===== config.mk =====
export PLATFORM = sky130hd
export DESIGN_NAME = pipe_hazard_ctrl_flat
export DESIGN_NICKNAME = d
export VERILOG_FILES = /design/src/rtl/pipe_hazard_ctrl_pkg.sv /design/src/rtl/pipe_hazard_ctrl_if.sv /design/src/rtl/pipe_hazard_ctrl_fwd.sv /design/src/rtl/pipe_hazard_ctrl.sv /design/src/flat_wrapper.sv
export SDC_FILE = /design/constraint.sdc
export NUM_CORES = 1
export LEC_CHECK = 0
export BUFFER_PORTS_ARGS = -buffer_cell sky130_fd_sc_hd__buf_2
export CAP_MARGIN = 20
export CORE_UTILIZATION = 48
export CTS_CLUSTER_DIAMETER = 60
export DETAILED_ROUTE_END_ITERATION = 12
export GPL_ROUTABILITY_DRIVEN = 0
export PLACE_DENSITY = 0.87
export SLEW_MARGIN = 10
export SYNTH_ARGS = -nofsm -noshare
export SYNTH_HDL_FRONTEND = slang
export SYNTH_SLANG_ARGS = --single-unit

===== constraint.sdc =====
create_clock -name clock -period 3.29 [get_ports clock]
set_input_delay 0.4935 -clock clock [delete_from_list [all_inputs] [get_ports clock]]
set_output_delay 0.4935 -clock clock [all_outputs]
set_load 0.01 [all_outputs]

===== src/rtl/pipe_hazard_ctrl_pkg.sv =====
// Shared constants and types for the pipeline hazard/flow controller:
// forwarding-mux selects, branch FSM states and the per-cycle control bundle.
package pipe_ctrl_pkg;

    localparam logic [1:0] FWD_RF = 2'b00;
    localparam logic [1:0] FWD_EX = 2'b01;
    localparam logic [1:0] FWD_WB = 2'b10;

    typedef enum logic [1:0] {
        IDLE    = 2'd0,
        SLOT    = 2'd1,
        RESOLVE = 2'd2,
        SQUASH  = 2'd3
    } state_e;

    typedef struct packed {
        logic pc_write;
        logic pc_redirect;
        logic if_load;
        logic bubble_sel;
        logic ex_bubble;
        logic stall;
        logic inc_count;
    } ctrl_t;

endpackage


===== src/rtl/pipe_hazard_ctrl_if.sv =====
// Signal bundle between the stage decoder/datapath and the hazard controller.
// The controller is the slave: it reads stage information and drives controls.
interface pipe_hazard_ctrl_if #(
    parameter int RW = 2
);
    logic          next_is_br;
    logic          br_resolve;
    logic          br_taken;
    logic          stop_dec;
    logic [RW-1:0] src1;
    logic [RW-1:0] src2;
    logic          use1;
    logic          use2;
    logic [RW-1:0] ex_dst;
    logic          ex_wr;
    logic          ex_load;
    logic [RW-1:0] wb_dst;
    logic          wb_wr;

    logic          pc_write;
    logic          pc_redirect;
    logic          if_load;
    logic          bubble_sel;
    logic          ex_bubble;
    logic [1:0]    fwd1;
    logic [1:0]    fwd2;
    logic          stall;
    logic          halted;
    logic          inc_count;

    modport master (
        output next_is_br, br_resolve, br_taken, stop_dec,
               src1, src2, use1, use2, ex_dst, ex_wr, ex_load, wb_dst, wb_wr,
        input  pc_write, pc_redirect, if_load, bubble_sel, ex_bubble,
               fwd1, fwd2, stall, halted, inc_count
    );

    modport slave (
        input  next_is_br, br_resolve, br_taken, stop_dec,
               src1, src2, use1, use2, ex_dst, ex_wr, ex_load, wb_dst, wb_wr,
        output pc_write, pc_redirect, if_load, bubble_sel, ex_bubble,
               fwd1, fwd2, stall, halted, inc_count
    );

endinterface


===== src/rtl/pipe_hazard_ctrl_fwd.sv =====
// Operand forwarding select for one decode source: EX result beats WB value,
// and a load still in EX cannot forward (its data is not ready yet).
module fwd_select
    import pipe_ctrl_pkg::*;
#(
    parameter int RW = 2
) (
    input  logic [RW-1:0] src_i,
    input  logic          use_i,
    input  logic [RW-1:0] ex_dst_i,
    input  logic          ex_wr_i,
    input  logic          ex_load_i,
    input  logic [RW-1:0] wb_dst_i,
    input  logic          wb_wr_i,
    output logic [1:0]    fwd_o,
    output logic          ex_hit_o
);

    assign ex_hit_o = use_i && (src_i == ex_dst_i);

    always_comb begin
        if (ex_hit_o && ex_wr_i && !ex_load_i) begin
            fwd_o = FWD_EX;
        end else if (use_i && wb_wr_i && (src_i == wb_dst_i)) begin
            fwd_o = FWD_WB;
        end else begin
            fwd_o = FWD_RF;
        end
    end

endmodule


===== src/rtl/pipe_hazard_ctrl.sv =====
// Hazard/flow controller for the 4-stage CPU: forwarding selects, load-use
// interlock, branch bubble (BR_MODE 0) or squash (BR_MODE 1) FSM, sticky halt.
module pipe_hazard_ctrl
    import pipe_ctrl_pkg::*;
#(
    parameter int RW          = 2,
    parameter int FLUSH_SLOTS = 2,
    parameter int BR_MODE     = 0
) (
    input  logic             clock,
    input  logic             reset,
    pipe_hazard_ctrl_if.slave bus
);

    localparam int            CW       = $clog2(FLUSH_SLOTS + 1);
    localparam logic [CW-1:0] CNT_INIT = CW'(FLUSH_SLOTS - 1);

    state_e        state_q, state_d;
    logic [CW-1:0] cnt_q, cnt_d;
    logic          halted_q, halted_d;
    ctrl_t         ctrl;

    logic [1:0] fwd1_raw, fwd2_raw;
    logic       hit1, hit2;
    logic       load_use;
    logic       taken;

    fwd_select #(.RW(RW)) u_fwd1 (
        .src_i    (bus.src1),
        .use_i    (bus.use1),
        .ex_dst_i (bus.ex_dst),
        .ex_wr_i  (bus.ex_wr),
        .ex_load_i(bus.ex_load),
        .wb_dst_i (bus.wb_dst),
        .wb_wr_i  (bus.wb_wr),
        .fwd_o    (fwd1_raw),
        .ex_hit_o (hit1)
    );

    fwd_select #(.RW(RW)) u_fwd2 (
        .src_i    (bus.src2),
        .use_i    (bus.use2),
        .ex_dst_i (bus.ex_dst),
        .ex_wr_i  (bus.ex_wr),
        .ex_load_i(bus.ex_load),
        .wb_dst_i (bus.wb_dst),
        .wb_wr_i  (bus.wb_wr),
        .fwd_o    (fwd2_raw),
        .ex_hit_o (hit2)
    );

    assign load_use = (hit1 || hit2) && bus.ex_wr && bus.ex_load;
    assign taken    = bus.br_resolve && bus.br_taken;

    // NOTE: state flops use non-blocking assignments so every flop samples pre-edge values.
    always_ff @(posedge clock or posedge reset) begin
        if (reset) begin
            state_q  <= IDLE;
            cnt_q    <= '0;
            halted_q <= 1'b0;
        end else begin
            state_q  <= state_d;
            cnt_q    <= cnt_d;
            halted_q <= halted_d;
        end
    end

    // NOTE: every comb output gets a default first so no path leaves it unassigned (no latch).
    always_comb begin
        state_d  = state_q;
        cnt_d    = cnt_q;
        halted_d = halted_q || (bus.stop_dec && !ctrl.bubble_sel);
        if (!halted_q) begin
            unique case (state_q)
                IDLE: begin
                    if (BR_MODE == 0) begin
                        if (bus.next_is_br && !load_use) begin
                            state_d = SLOT;
                            cnt_d   = CNT_INIT;
                        end
                    end else if (taken) begin
                        state_d = SQUASH;
                        cnt_d   = CNT_INIT;
                    end
                end
                SLOT: begin
                    if (cnt_q == '0) state_d = RESOLVE;
                    else             cnt_d   = cnt_q - 1'b1;
                end
                RESOLVE: state_d = IDLE;
                SQUASH: begin
                    if (cnt_q == '0) state_d = IDLE;
                    else             cnt_d   = cnt_q - 1'b1;
                end
                default: state_d = IDLE;
            endcase
        end
    end

    // Reset and halt override everything; the stall branch only runs from IDLE.
    always_comb begin
        ctrl = '0;
        if (!reset && !halted_q) begin
            ctrl.inc_count = 1'b1;
            ctrl.if_load   = 1'b1;
            unique case (state_q)
                IDLE: begin
                    ctrl.pc_write = 1'b1;
                    if (BR_MODE != 0 && taken) begin
                        ctrl.pc_redirect = 1'b1;
                    end else if (load_use) begin
                        ctrl.pc_write  = 1'b0;
                        ctrl.if_load   = 1'b0;
                        ctrl.ex_bubble = 1'b1;
                        ctrl.stall     = 1'b1;
                    end
                end
                SLOT: ctrl.bubble_sel = 1'b1;
                RESOLVE: begin
                    ctrl.bubble_sel  = 1'b1;
                    ctrl.pc_write    = taken;
                    ctrl.pc_redirect = taken;
                end
                SQUASH: begin
                    ctrl.bubble_sel = 1'b1;
                    ctrl.ex_bubble  = 1'b1;
                end
                default: ctrl = '0;
            endcase
        end
    end

    assign bus.pc_write    = ctrl.pc_write;
    assign bus.pc_redirect = ctrl.pc_redirect;
    assign bus.if_load     = ctrl.if_load;
    assign bus.bubble_sel  = ctrl.bubble_sel;
    assign bus.ex_bubble   = ctrl.ex_bubble;
    assign bus.stall       = ctrl.stall;
    assign bus.inc_count   = ctrl.inc_count;
    assign bus.halted      = halted_q;
    assign bus.fwd1        = reset ? FWD_RF : fwd1_raw;
    assign bus.fwd2        = reset ? FWD_RF : fwd2_raw;

endmodule


===== src/flat_wrapper.sv =====
// flat-port wrapper written by rule: the top's interface ports become plain ports
module pipe_hazard_ctrl_flat import pipe_ctrl_pkg::*;
#(
    parameter int RW          = 2,
    parameter int FLUSH_SLOTS = 2,
    parameter int BR_MODE     = 0
)
  (clock, reset, bus_next_is_br, bus_br_resolve, bus_br_taken, bus_stop_dec, bus_src1, bus_src2, bus_use1, bus_use2, bus_ex_dst, bus_ex_wr, bus_ex_load, bus_wb_dst, bus_wb_wr, bus_pc_write, bus_pc_redirect, bus_if_load, bus_bubble_sel, bus_ex_bubble, bus_fwd1, bus_fwd2, bus_stall, bus_halted, bus_inc_count);
  pipe_hazard_ctrl_if #(.RW(RW)) bus_i ();
  input  logic clock;
  input  logic reset;
  input wire logic [$bits(bus_i.next_is_br)-1:0] bus_next_is_br;
  input wire logic [$bits(bus_i.br_resolve)-1:0] bus_br_resolve;
  input wire logic [$bits(bus_i.br_taken)-1:0] bus_br_taken;
  input wire logic [$bits(bus_i.stop_dec)-1:0] bus_stop_dec;
  input wire logic [$bits(bus_i.src1)-1:0] bus_src1;
  input wire logic [$bits(bus_i.src2)-1:0] bus_src2;
  input wire logic [$bits(bus_i.use1)-1:0] bus_use1;
  input wire logic [$bits(bus_i.use2)-1:0] bus_use2;
  input wire logic [$bits(bus_i.ex_dst)-1:0] bus_ex_dst;
  input wire logic [$bits(bus_i.ex_wr)-1:0] bus_ex_wr;
  input wire logic [$bits(bus_i.ex_load)-1:0] bus_ex_load;
  input wire logic [$bits(bus_i.wb_dst)-1:0] bus_wb_dst;
  input wire logic [$bits(bus_i.wb_wr)-1:0] bus_wb_wr;
  output wire logic [$bits(bus_i.pc_write)-1:0] bus_pc_write;
  output wire logic [$bits(bus_i.pc_redirect)-1:0] bus_pc_redirect;
  output wire logic [$bits(bus_i.if_load)-1:0] bus_if_load;
  output wire logic [$bits(bus_i.bubble_sel)-1:0] bus_bubble_sel;
  output wire logic [$bits(bus_i.ex_bubble)-1:0] bus_ex_bubble;
  output wire logic [$bits(bus_i.fwd1)-1:0] bus_fwd1;
  output wire logic [$bits(bus_i.fwd2)-1:0] bus_fwd2;
  output wire logic [$bits(bus_i.stall)-1:0] bus_stall;
  output wire logic [$bits(bus_i.halted)-1:0] bus_halted;
  output wire logic [$bits(bus_i.inc_count)-1:0] bus_inc_count;
  assign bus_i.next_is_br = bus_next_is_br;
  assign bus_i.br_resolve = bus_br_resolve;
  assign bus_i.br_taken = bus_br_taken;
  assign bus_i.stop_dec = bus_stop_dec;
  assign bus_i.src1 = bus_src1;
  assign bus_i.src2 = bus_src2;
  assign bus_i.use1 = bus_use1;
  assign bus_i.use2 = bus_use2;
  assign bus_i.ex_dst = bus_ex_dst;
  assign bus_i.ex_wr = bus_ex_wr;
  assign bus_i.ex_load = bus_ex_load;
  assign bus_i.wb_dst = bus_wb_dst;
  assign bus_i.wb_wr = bus_wb_wr;
  assign bus_pc_write = bus_i.pc_write;
  assign bus_pc_redirect = bus_i.pc_redirect;
  assign bus_if_load = bus_i.if_load;
  assign bus_bubble_sel = bus_i.bubble_sel;
  assign bus_ex_bubble = bus_i.ex_bubble;
  assign bus_fwd1 = bus_i.fwd1;
  assign bus_fwd2 = bus_i.fwd2;
  assign bus_stall = bus_i.stall;
  assign bus_halted = bus_i.halted;
  assign bus_inc_count = bus_i.inc_count;
  pipe_hazard_ctrl #(.RW(RW), .FLUSH_SLOTS(FLUSH_SLOTS), .BR_MODE(BR_MODE)) u_core (.clock(clock), .reset(reset), .bus(bus_i));
endmodule

# --- Yosys cells after proc, flatten, opt, wreduce, memory -nomap -nowiden ---
# Cells that the tools add are included.
word_totals:
  input_bits: 19
  register_bits: 5
  mem_count: 0
  rom_bits: 0
  ramBits: 0
  latchBits: 0
  output_inout_bits: 12
op_classes:
  shifts: 0
  n_eq_ne: 11
  n_mul: 0
  muxes: 21
  div_mod_pow: 0
  bitwise: 1
  order_cmp: 0
  add_sub_neg: 1
  reduce_logical: 30
op_table:
  columns: ["op", "n"]
  rows:
  - ["two-way mux 2 bit", 11]
  - ["logical AND 1 bit", 16]
  - ["== test 2 bit", 4]
  - ["case mux 2 bit (4 select lines)", 1]
  - ["AND reduction 4 bit", 2]
  - ["two-way mux 7 bit", 1]
  - ["inequality test 2 x 1 -> 1 bit, second input constant", 3]
  - ["logical NOT 1 bit", 5]
  - ["two-way mux 1 bit", 5]
  - ["== test 2 bit, second input constant", 2]
  - ["logical NOT 2 bit", 2]
  - ["case mux 1 bit (2 select lines)", 2]
  - ["case mux 2 bit (2 select lines)", 1]
  - ["OR reduction 3 bit", 1]
  - ["== test 2 x 1 -> 1 bit, second input constant", 1]
  - ["logical OR 1 bit", 2]
  - ["inequality test 2 bit, second input constant", 1]
  - ["nonzero test 2 bit", 1]
  - ["OR reduction 2 bit", 1]
  - ["subtractor 2 x 1 -> 2 bit, second input constant", 1]
  - ["inverter 1 bit", 1]

# --- Depth between registers and ports, before layout ---
# Gate-level depths: netlist of the first run.
depth:
  depth_word: 11
  depth_mapped: 6

# --- Modules after synthesis ---
# Synthesis of the first run repeated with hierarchy kept, for this count alone.
unflattened:
  cells_unflattened: 68
  hier_area_um2: 576.8
by_module_without_submodules:
  columns: ["mod", "instances", "cells_per_inst", "area_each_um2"]
  rows:
  - ["pipe_hazard_ctrl", 1, 48, 434.2]
  - ["fwd_select", 2, 10, 71.3]

# --- Least setup slack after synthesis of the first run ---
# No wires, ideal clock.
synth_path:
  path_kind: "input to output"
  startpoint: "in reset"
  endpoint: "out bus_pc_write"
  slack_ns: 1.448
  path_stages: 5
  arrival_ns: 1.349
  cell_sequence: "or2_2 > clkbuf_1 > inv_1 > nand2_1 > o22ai_1"
synth_via:
  elab_chain_cells: 3
synth_lines:
  columns: ["item", "line_no", "source"]
  rows:
  - ["start, declared", "flat_wrapper.sv:11", "input logic reset;"]
  - ["logical NOT 1 bit (no source line)", null, null]
  - ["logical AND 1 bit", "pipe_hazard_ctrl.sv:103", "if (!reset && !halted_q) begin"]
  - ["two-way mux 7 bit", "pipe_hazard_ctrl.sv:103", null]
  - ["end, declared", "flat_wrapper.sv:25", "output wire logic [$bits(bus_i.pc_write)-1:0] bus_pc_write;"]
# Every way passes these cells.

# --- Final worst setup path of the first run ---
layout_path:
  startpoint: "reg u_core.state_q[0]"
  endpoint: "out bus_ex_bubble"
layout_via:
  elab_chain_cells: 3
  elab_cells_between_ends: 4
  cone_classes: "eq/ne: 1; mux: 2; reduce/logical: 1"
layout_lines:
  columns: ["item", "line_no", "source"]
  rows:
  - ["start, declared", "pipe_hazard_ctrl.sv:18", "state_e state_q, state_d;"]
  - ["start signal, assigned", "pipe_hazard_ctrl.sv:62", "state_q <= state_d;"]
  - ["== test 2 bit or logical NOT 2 bit (tied branches)", "pipe_hazard_ctrl.sv:106", "unique case (state_q)"]
  - ["case mux 1 bit (2 select lines) *", "pipe_hazard_ctrl.sv:106", null]
  - ["two-way mux 7 bit *", "pipe_hazard_ctrl.sv:103", null]
  - ["end, declared", "flat_wrapper.sv:29", "output wire logic [$bits(bus_i.ex_bubble)-1:0] bus_ex_bubble;"]
# Mark *: on every way between the ends. The rest lies on a longest branch, timed or not.

==> summary.md, run 1 <==
| Metric | Value |
|---|---|
| Status | `finished, final reports clean` |
| Final hold vios | `0` |
| First-pass GRT wire length | `2442 um` |
| Setup CP Type | `reg2out` |
| Drt pass-1 iters | `4` |
| Core box area | `1171 sq um` |
| Setup slack after layout | `1200 ps` |
| DR iter-0 viols | `14` |
| Hold_ws | `186.5 ps` |
| Post-layout nets | `136` |
| Vias in the first global route | `598` |
| Cell taking the most area after synthesis | `dfrtp_1` |
| Syn Nets | `102` |
| Hold WC Path Type | `in2async` |
| Post-Synth XOR/XNOR Area | `0.1347` |
| Skew-Pair Late Insertion Delay | `230 ps` |
| Cells after Synth | `78` |
| Combinational family with the most area after synthesis | `simple AND/OR/NAND/NOR gates` |
| CP Max Fanout | `7` |
| Mux cell area share after synthesis | `0.01584` |
| Synth Warn # | `0` |
| Simple-Gate Fraction of Synth Area | `0.3089` |
| WP data required | `2800 ps` |
| Seq cells post-synth | `5` |
| RSZ-0062 raised after global routing | `false` |
| Synth Area in Adders | `0.09901` |
| Worst-Margin Slew | `243.2 ps` |
| Rows | `12` |
| Setup_tns | `0 ps` |
| Initial antenna violation count | `0` |
| Max Slew Vio Count | `0` |
| CP startpoint | `u_core.state_q[0]$_DFFE_PP0P_` |
| Pwr/cell area | `434.2 nW/um^2` |
| Die area | `1465 sq um` |
| Post-CTS setup buffer count | `0` |
| Syn-to-layout area delta | `30.10%` |
| Die height | `38.28 um` |
| Setup violators final | `0` |
| Ranking of synthesized cells by area | `dfrtp_1 20%, ha_1 9.9%, xnor2_1 8.3%` |
| Layout cell share with drive strength beyond 1 | `0.3874` |
| Compound-Gate Fraction of Synth Area | `0.1901` |
| Via density | `5.336` |
| Wirelength per Cell | `12.42 um` |
| Post-layout min period | `2090 ps` |
| CTS Buffer Depth | `2` |
| H-Tree Depth | `1` |
| Total gr overflow | `0` |
| Die W | `38.28 um` |
| Top cell type's share of synthesized area | `0.1980` |
| Highest Clock Rate | `478.4 MHz` |
| Slew headroom | `0.8362` |
| Mapped cell area | `631.9 sq um` |
| Root Driver | `clkbuf_4` |
| Antenna diodes | `0` |
| Reg2Reg Launch Point | `u_core.state_q[0]$_DFFE_PP0P_` |
| Library cells used by synthesis | `31` |
| All-Layer GR Usage | `0.2423` |
| Final WL | `1553 um` |
| Clock-pin slew on the worst setup and hold paths | `40 ps` |
| Gates resized, CTS repair | `0` |
| Largest net degree at the start of global routing | `8` |
| CTS sink cnt | `5` |
| Period utilisation layout | `0.6353` |
| Routed Antenna Nets | `0` |
| P_leak | `0.4331 nW` |
| # hold bufs at CTS | `0` |
| Number of buffers created by CTS | `3` |
| Worst EP arrival | `1600 ps` |
| Initial core utilization | `0.5395` |
| Worst Setup End Kind | `output pin` |
| Total number of vias | `667` |
| Worst clock skew | `2.483 ps` |
| Mapped Avg Cell Area | `8.101 sq um` |
| Sequential share of the synthesized area | `0.1980` |
| Io pins | `31` |
| Number of remaining DRC errors | `0` |
| Critical path launch point type | `register` |
| Post-DP HPWL | `1334 um` |
| Post-Place Worst Slack | `1230 ps` |
| Peak supply drop | `0.3284 mV` |
| # Max-Cap Violations | `0` |
| CTS tree | `yes` |
| Port buffer count | `30` |
## per-layer routing
| metal | global-route usage | up-vias | part of all wire |
|---|---|---|---|
| li1 | - | 341 | - |
| met1 | 0.2674 | 298 | 0.41 |
| met2 | 0.4746 | 28 | 0.54 |
| met3 | 0.01744 | 0 | 0.052 |
| met4 | 0.08036 | 0 | 0 |
| met5 | 0 | - | 0 |
## stage by stage
stage	utilization	std cells	instance area [sq um]	total power, mW
3_5_place_dp	0.6795	121	795.8	0.2882
6_report	0.7019	125	822.0	0.3569
2_1_floorplan	-	78	631.9	0.2353
5_1_grt	0.7019	125	822.0	0.3910
3_3_place_gp	0.6795	121	795.8	0.2776
4_1_cts	0.7019	125	822.0	0.3593
## layout by cell type, fill, tap and decap left out, types with 2 or more instances in the layout
master / n
a21oi_1: 5
inv_1: 8
clkbuf_4: 3
nand2_1: 8
ha_1: 5
nand4_1: 2
nor2_1: 6
o211ai_1: 2
and3_1: 4
nand4_2: 2
xnor2_1: 6
xnor2_2: 2
or3_1: 2
buf_2: 30
nor2b_1: 3
dfrtp_1: 5
o22ai_1: 2
## kinds of logic after synthesis
| group | count (synthesis) |
|---|---|
| AND/OR/NAND/NOR | 34 |
| flip-flops | 5 |
| adder cells (fa/ha/maj) | 5 |
| buffers and inverters | 9 |
| XOR/XNOR | 8 |
| AO/OA/AOI/OAI | 16 |
| multiplexers | 1 |
## path summary, 6_finish.rpt
check                                                      to  slack, ps  cells past startpoint
max in group asynchronous         u_core.bus.halted$_DFF_PP0_       2910                      2
worst min register to register    u_core.cnt_q[1]$_DFFE_PP0P_        550                      2
worst max-delay path                            bus_ex_bubble       1200                      5
worst min-delay path            u_core.state_q[0]$_DFFE_PP0P_        190                      2
worst max register to register  u_core.state_q[1]$_DFFE_PP0P_       1670                      6
min in group clock                u_core.bus.halted$_DFF_PP0_        490                      3
## flip-flops by register name (all words and copies together), names as in the netlist
| signal | count |
|---|---|
| u_core.bus.halted | 1 |
| u_core.state_q | 2 |
| u_core.cnt_q | 2 |
## critical path: stages (launching register included)
cell	delay [ps]
dfrtp_1	460
inv_1	110
ha_1	270
o211ai_1	140
a211oi_2	220
buf_2	150
## Yosys cell counts (all sizes together)
cell type and instances:
or2 1, clkbuf 1, mux2i 1, nand2 8
xnor2 8, nand2b 1, o22a 1, and2 3
and3 4, o22ai 2, o211ai 2, a311o 1
nand3 1, a21oi 5, a211oi 1, a31oi 1
inv 8, and4 1, o21ba 1, a41oi 1
nor2b 3, dfrtp 5, nor2 6, o21ai 1
or3 2, nand4 4, ha 5
## where the power goes
part	switching [mW]	internal, mW
clock network	0.0218	0.0456
registers	0.0232	0.0832
logic	0.103	0.0801
total	0.148	0.209
## final cells by class
type | count | area [sq um]
fill | 111 | 349.1
clock buffer | 4 | 26.28
inverter | 8 | 30.03
tap | 14 | 17.52
multi-input combinational | 64 | 473.0
sequential | 5 | 125.1
timing repair buffer | 30 | 150.1
Note: power is estimated with default switching activity, not from simulation.
==> run 2, diff against run 1 <==
--- a/config.mk
+++ b/config.mk
@@ -7,11 +7,11 @@
 export LEC_CHECK = 0
 export BUFFER_PORTS_ARGS = -buffer_cell sky130_fd_sc_hd__buf_2
 export CAP_MARGIN = 20
-export CORE_UTILIZATION = 48
+export CORE_UTILIZATION = 40
 export CTS_CLUSTER_DIAMETER = 60
 export DETAILED_ROUTE_END_ITERATION = 12
 export GPL_ROUTABILITY_DRIVEN = 0
-export PLACE_DENSITY = 0.87
+export PLACE_DENSITY = 0.78
 export SLEW_MARGIN = 10
 export SYNTH_ARGS = -nofsm -noshare
 export SYNTH_HDL_FRONTEND = slang
==> constraint.sdc (replaced) <==
create_clock -name clock -period 1.8 [get_ports clock]
set_input_delay 0.27 -clock clock [delete_from_list [all_inputs] [get_ports clock]]
set_output_delay 0.27 -clock clock [all_outputs]
set_load 0.01 [all_outputs]
==> summary.md, run 2 (same netlist as run 1, synthesis figures left out) <==
| Metric | Value |
|---|---|
| R2r worst-path depth | `6 (unchanged)` |
| Clock-pin slew on the worst setup and hold paths | `40 ps (about the same)` |
| Critical path launch point type | `register` |
| Pwr/cell area | `827.3 nW/um^2 (+91%)` |
| Max Slew Vio Count | `0 (unchanged)` |
| Worst R2R End | `u_core.cnt_q[0]$_DFFE_PP0P_` |
| Post-CTS setup buffer count | `0 (unchanged)` |
| Power Total | `708.0 uW (+98%)` |
| Highest Clock Rate | `591.3 MHz` |
| Routed Antenna Nets | `0 (unchanged)` |
| DR iter-0 viols | `17 (+3)` |
| Commonest non-fill, non-tap cells in the layout | `30 x buf_2, 8 x nand2_1, 6 x xnor2_1, 6 x nor2_1, 6 x inv_1` |
| CP Max Fanout | `6 (-1)` |
| Post-layout nets | `138 (+1.5%)` |
| Setup_tns | `0 ps (unchanged)` |
| Core box area | `1383 sq um (+18%)` |
| Logic gate share of total power | `0.572 (+0.059)` |
| Hold Path End | `u_core.bus.halted$_DFF_PP0_` |
| Worst EP arrival | `1420 ps (-180 ps)` |
| Skew-Pair Late Insertion Delay | `230 ps (about the same)` |
| Peak supply drop | `0.5460 mV (+66%)` |
| Worst Setup End Kind | `output pin` |
| Setup violators final | `0 (unchanged)` |
| Hold_ws | `261.3 ps (+74.79 ps)` |
| Sw Share | `0.4118 (-0.002725)` |
| Die W | `41.75 um (+9.1%)` |
| Die height | `41.75 um (+9.1%)` |
| Io pins | `31 (unchanged)` |
| Drt pass-1 iters | `4 (unchanged)` |
| Sequential Power Share | `0.251 (-0.047)` |
| Vias in the first global route | `671 (+12%)` |
| Status | `finished, final reports clean` |
| WP data required | `1530 ps (-1270 ps)` |
| Final WL | `1548 um (-0.32%)` |
| # Max-Cap Violations | `0 (unchanged)` |
| Core Util, Final | `0.6190 (-0.08292)` |
| Rows | `13 (+1)` |
| Post-layout min period | `1691 ps` |
| Setup slack after layout | `108.9 ps (-1091 ps)` |
| Power dissipated by switching net loads | `291.5 uW (+97%)` |
| Worst clock skew | `3.018 ps (+0.5353 ps)` |
| Total gr overflow | `0 (unchanged)` |
| R2r setup slk | `300 ps (-1370 ps)` |
| Largest net degree at the start of global routing | `8 (unchanged)` |
| Slew headroom | `0.8098 (-0.02639)` |
| Final hold vios | `0 (unchanged)` |
| Period utilisation layout | `0.9395` |
| Clock power frac | `0.177 (-0.012)` |
| Antenna diodes | `0 (unchanged)` |
| Root Driver | `clkbuf_4` |
| Post-DP HPWL | `1314 um (-1.5%)` |
| Post-Place Worst Slack | `165.2 ps (-1065 ps)` |
| Initial core utilization | `0.4570 (-0.08252)` |
| Commonest non-fill, non-tap cell in the layout | `buf_2` |
| Initial antenna violation count | `0 (unchanged)` |
| Setup CP Type | `reg2out` |
| Die area | `1743 sq um (+19%)` |
| All-Layer GR Usage | `0.1953 (-0.04699)` |
| Number of remaining DRC errors | `0 (unchanged)` |
| Hold Path Origin | `bus_stop_dec` |
| Reg2Reg Launch Point | `u_core.cnt_q[0]$_DFFE_PP0P_` |
| Layout cell share with drive strength beyond 1 | `0.4159 (+0.02854)` |
| Number of buffers created by CTS | `3 (unchanged)` |
| P_leak | `0.4402 nW (+1.6%)` |
| Wirelength per Cell | `12.09 um (-2.7%)` |
| Fill cells | `123 (+11%)` |
| Syn-to-layout area delta | `35.45%` |
| RSZ-0062 raised after global routing | `false` |
| CTS Buffer Depth | `2 (unchanged)` |
| H-Tree Depth | `1 (unchanged)` |
| First-pass GRT wire length | `2766 um (+13%)` |
| Via density | `5.461 (+2.3%)` |
| Worst-Margin Slew | `282.4 ps (+39.17 ps)` |
| CTS sink cnt | `5 (unchanged)` |
| CTS tree | `yes` |
| Internal power | `416.5 uW (+99%)` |
| Total number of vias | `699 (+4.8%)` |
| Hold WC Path Type | `in2reg` |
| Port buffer count | `30 (unchanged)` |
| Min-Delay Path Depth | `3` |
run 2: how the worst max path moves through the flow:
| stage | start | endpoint | slack, ps | cells past startpoint |
|---|---|---|---|---|
| 2_1_floorplan | u_core.bus.halted$_DFF_PP0_ | bus_pc_write | 240 | 5 |
| 3_3_place_gp | bus_ex_dst[0] | bus_ex_bubble | 200 | 6 |
| 3_5_place_dp | bus_ex_dst[0] | bus_ex_bubble | 170 | 6 |
| 4_1_cts | u_core.state_q[1]$_DFFE_PP0P_ | bus_ex_bubble | 30 | 5 |
| 5_1_grt | u_core.state_q[1]$_DFFE_PP0P_ | bus_ex_bubble | 10 | 5 |
| 6_report | u_core.state_q[1]$_DFFE_PP0P_ | bus_ex_bubble | 110 | 5 |
run 2: per-layer routing:
layer,wire length (um),GRT usage,up-vias
met5,0,0,-
met4,23,0.07742,0
met3,84,0.03913,4
met2,725,0.3094,25
met1,715,0.2580,322
li1,-,-,348
run 2: cell type report:
| cell class | instances | area, sq um | share of cell area |
|---|---|---|---|
| multi-input cells | 64 | 488.0 | 0.5702 |
| repair buffers | 32 | 167.7 | 0.1959 |
| flip-flops and latches | 5 | 125.1 | 0.1462 |
| inverters | 8 | 30.03 | 0.03509 |
| clock buffers | 4 | 26.28 | 0.03070 |
| well taps | 15 | 18.77 | 0.02193 |
run 2: timing repair:
item / 4_1_cts / 5_1_grt
gates resized for setup: 2 / 3
endpoints found under the setup margin: 1 / 4
gates cloned: 0 / 0
hold endpoints to repair: 5 / 0
hold buffers: 1 / 0
run 2: metrics by stage:
step	cells	cell area [sq um]
after floorplan	78	631.9
after global placement	123	804.5
after detailed placement	123	804.5
after CTS	128	853.3
after global routing	128	855.8
final	128	855.8
run 2: worst max-delay path: stages, from the launching register on:
cell and delay, ps:
dfrtp_1 420, inv_2 110, ha_4 160, o211ai_1 110, a211oi_2 220, buf_2 160
run 2: power groups by stage:
stage	sequential (mW)	combinational [mW]	clock [mW]
CTS	0.176	0.404	0.132
detailed placement	0.178	0.375	0
finish	0.178	0.405	0.125
global placement	0.174	0.357	0
floorplan	0.185	0.245	0
global route	0.183	0.455	0.139
==> run 3, diff against run 2 <==
--- a/config.mk
+++ b/config.mk
@@ -11,6 +11,7 @@
 export CTS_CLUSTER_DIAMETER = 60
 export DETAILED_ROUTE_END_ITERATION = 12
 export GPL_ROUTABILITY_DRIVEN = 0
+export GPL_TIMING_DRIVEN = 1
 export PLACE_DENSITY = 0.78
 export SLEW_MARGIN = 10
 export SYNTH_ARGS = -nofsm -noshare
==> constraint.sdc (replaced) <==
create_clock -name clock -period 1.8 [get_ports clock]
set_input_delay 0.09 -clock clock [delete_from_list [all_inputs] [get_ports clock]]
set_output_delay 0.09 -clock clock [all_outputs]
set_load 0.01 [all_outputs]
==> summary.md, run 3 (same netlist as run 1, synthesis figures left out) <==
| Metric | Value |
|---|---|
| Total gr overflow | `0 (unchanged)` |
| RSZ-0062 raised after global routing | `false` |
| Setup CP Type | `in2out` |
| Power Total | `666.2 uW (-5.9%)` |
| P_leak | `0.4370 nW (-0.73%)` |
| Die area | `1743 sq um (unchanged)` |
| Number of remaining DRC errors | `0 (unchanged)` |
| Worst-Margin Slew | `247.6 ps (-34.80 ps)` |
| Hold WC Path Type | `in2reg` |
| Antenna diodes | `0 (unchanged)` |
| Routed Antenna Nets | `0 (unchanged)` |
| Pwr/cell area | `794.7 nW/um^2 (-3.9%)` |
| DR iter-0 viols | `14 (-3)` |
| Commonest non-fill, non-tap cell in the layout | `buf_2` |
| CP max-delay cell | `dlygate4sd3_1` |
| Post-Place Cells | `122 (-0.81%)` |
| CP dominant cell by count | `buf_2` |
| Commonest non-fill, non-tap cells in the layout | `30 x buf_2, 8 x nand2_1, 8 x inv_1` |
| CTS sink cnt | `5 (unchanged)` |
| Setup_tns | `0 ps (unchanged)` |
| Initial core utilization | `0.4570 (unchanged)` |
| Vias in the first global route | `713 (+6.3%)` |
| Peak supply drop | `0.5347 mV (-2.1%)` |
| Worst clock skew | `3.633 ps (+0.6143 ps)` |
| Largest net degree at the start of global routing | `8 (unchanged)` |
| Die W | `41.75 um (unchanged)` |
| # Max-Cap Violations | `0 (unchanged)` |
| Core box area | `1383 sq um (unchanged)` |
| Status | `finished, final reports clean` |
| Critical path launch point type | `input pin` |
| Layout Cells excl Fill | `127 (-0.78%)` |
| Max Slew Vio Count | `0 (unchanged)` |
| Io pins | `31 (unchanged)` |
| Max stage delay on crit path | `550 ps (+130 ps)` |
| Syn-to-layout area delta | `32.67%` |
| Final WL | `1524 um (-1.6%)` |
| Worst R2R End | `u_core.state_q[1]$_DFFE_PP0P_` |
| Skew-Pair Late Insertion Delay | `240 ps (about the same)` |
| Port buffer count | `30 (unchanged)` |
| First-pass GRT wire length | `2863 um (+3.5%)` |
| Reg2Reg Launch Point | `u_core.state_q[1]$_DFFE_PP0P_` |
| Root Driver | `clkbuf_4` |
| Initial antenna violation count | `0 (unchanged)` |
| Post-CTS setup buffer count | `0 (unchanged)` |
| CP startpoint | `reset` |
| CP endpoint | `bus_pc_write` |
| Post-layout nets | `137 (-0.72%)` |
| CTS Buffer Depth | `2 (unchanged)` |
| Post-Place Worst Slack | `214.5 ps (+49.30 ps)` |
| Number of buffers created by CTS | `3 (unchanged)` |
| Highest Clock Rate | `599.2 MHz (+1.3%)` |
| Via density | `5.315 (-2.7%)` |
| Layout cell share with drive strength beyond 1 | `0.4107 (-0.005215)` |
| R2r worst-path depth | `6 (unchanged)` |
| H-Tree Depth | `1 (unchanged)` |
| Drt pass-1 iters | `4 (unchanged)` |
| Post-layout min period | `1669 ps (-22.22 ps)` |
| WP data required | `1710 ps (+180 ps)` |
| Period utilisation layout | `0.9271 (-0.01234)` |
| CP Max Fanout | `6 (unchanged)` |
| CTS tree | `yes` |
| R2r setup slk | `270 ps (-30 ps)` |
| CP cell instances | `dlygate4sd3_1, buf_2, or2_2, inv_1, nand2_1, o22ai_1, buf_2` |
| Worst EP arrival | `1580 ps (+160 ps)` |
| Final hold vios | `0 (unchanged)` |
| Setup slack after layout | `131.1 ps (+22.22 ps)` |
| Worst Setup End Kind | `output pin` |
| Total number of vias | `675 (-3.4%)` |
| Slew headroom | `0.8343 (+0.02458)` |
| Wirelength per Cell | `12.00 um (-0.78%)` |
| All-Layer GR Usage | `0.2041 (+0.008817)` |
| Post-DP HPWL | `1306 um (-0.64%)` |
| Rows | `13 (unchanged)` |
| Die height | `41.75 um (unchanged)` |
| Clock-pin slew on the worst setup and hold paths | `50 ps (about the same)` |
| Setup violators final | `0 (unchanged)` |
## run 3: cell count changes in the layout (fill, tap and decap cells not counted), sizes merged
cell,previous run,this run
buf,31,30
clkbuf,4,3
clkinv,0,1
## run 3: stage by stage
stage | utilization | hold slack (ps) | area (sq um)
final | 0.6063 | 63.00 | 838.3
after global routing | 0.6063 | 63.83 | 838.3
after CTS | 0.6036 | 59.63 | 834.6
after detailed placement | 0.5765 | 39.03 | 797.0
after global placement | 0.5765 | 39.48 | 797.0
after floorplan | - | -121.2 | 631.9
## run 3: worst max-delay path: cells and delay by family
kind | cells | cell delay, ps
and+or+nand+nor | 2 | 420
buffers and inverters | 4 | 930
AOI/OAI and AO/OA | 1 | 140
## run 3: per-layer routing
| layer | part of all wire | vias to the layer above | track usage |
|---|---|---|---|
| met4 | 0.0085 | 0 | 0.05806 |
| li1 | - | 345 | - |
| met1 | 0.46 | 307 | 0.2546 |
| met5 | 0 | - | 0 |
| met3 | 0.041 | 2 | 0.06087 |
| met2 | 0.49 | 21 | 0.3375 |
## run 3: how the worst min path moves through the flow
stage,from,endpoint,slack [ps],cells after the start
after floorplan,reset,u_core.bus.halted$_DFF_PP0_,-120,1
final,bus_stop_dec,u_core.bus.halted$_DFF_PP0_,60,3
after CTS,bus_stop_dec,u_core.bus.halted$_DFF_PP0_,60,3
after detailed placement,reset,u_core.state_q[1]$_DFFE_PP0P_,40,2
after global placement,reset,u_core.state_q[1]$_DFFE_PP0P_,40,2
after global routing,bus_stop_dec,u_core.bus.halted$_DFF_PP0_,60,3
## run 3: layout make-up
class,count,area [sq um]
sequential,5,126.4
clock inverter,1,5.005
multi-input combinational,64,475.5
inverter,8,30.03
tap,15,18.77
fill,129,544.3
timing repair buffer,31,160.2
clock buffer,3,22.52
## run 3: report_power, final
group	internal, mW	leakage (nW)	total (mW)	switching (mW)
Sequential	0.154	0.0526	0.194	0.0395
Clock	0.0805	0.0177	0.129	0.0489
Combinational	0.152	0.367	0.343	0.191
## run 3: what timing repair did
action / in CTS / in global routing
endpoints found under the setup margin: 0 / 2
resized for setup: 0 / 2
hold buffers: 1 / 0
hold endpoints to repair: 5 / 0
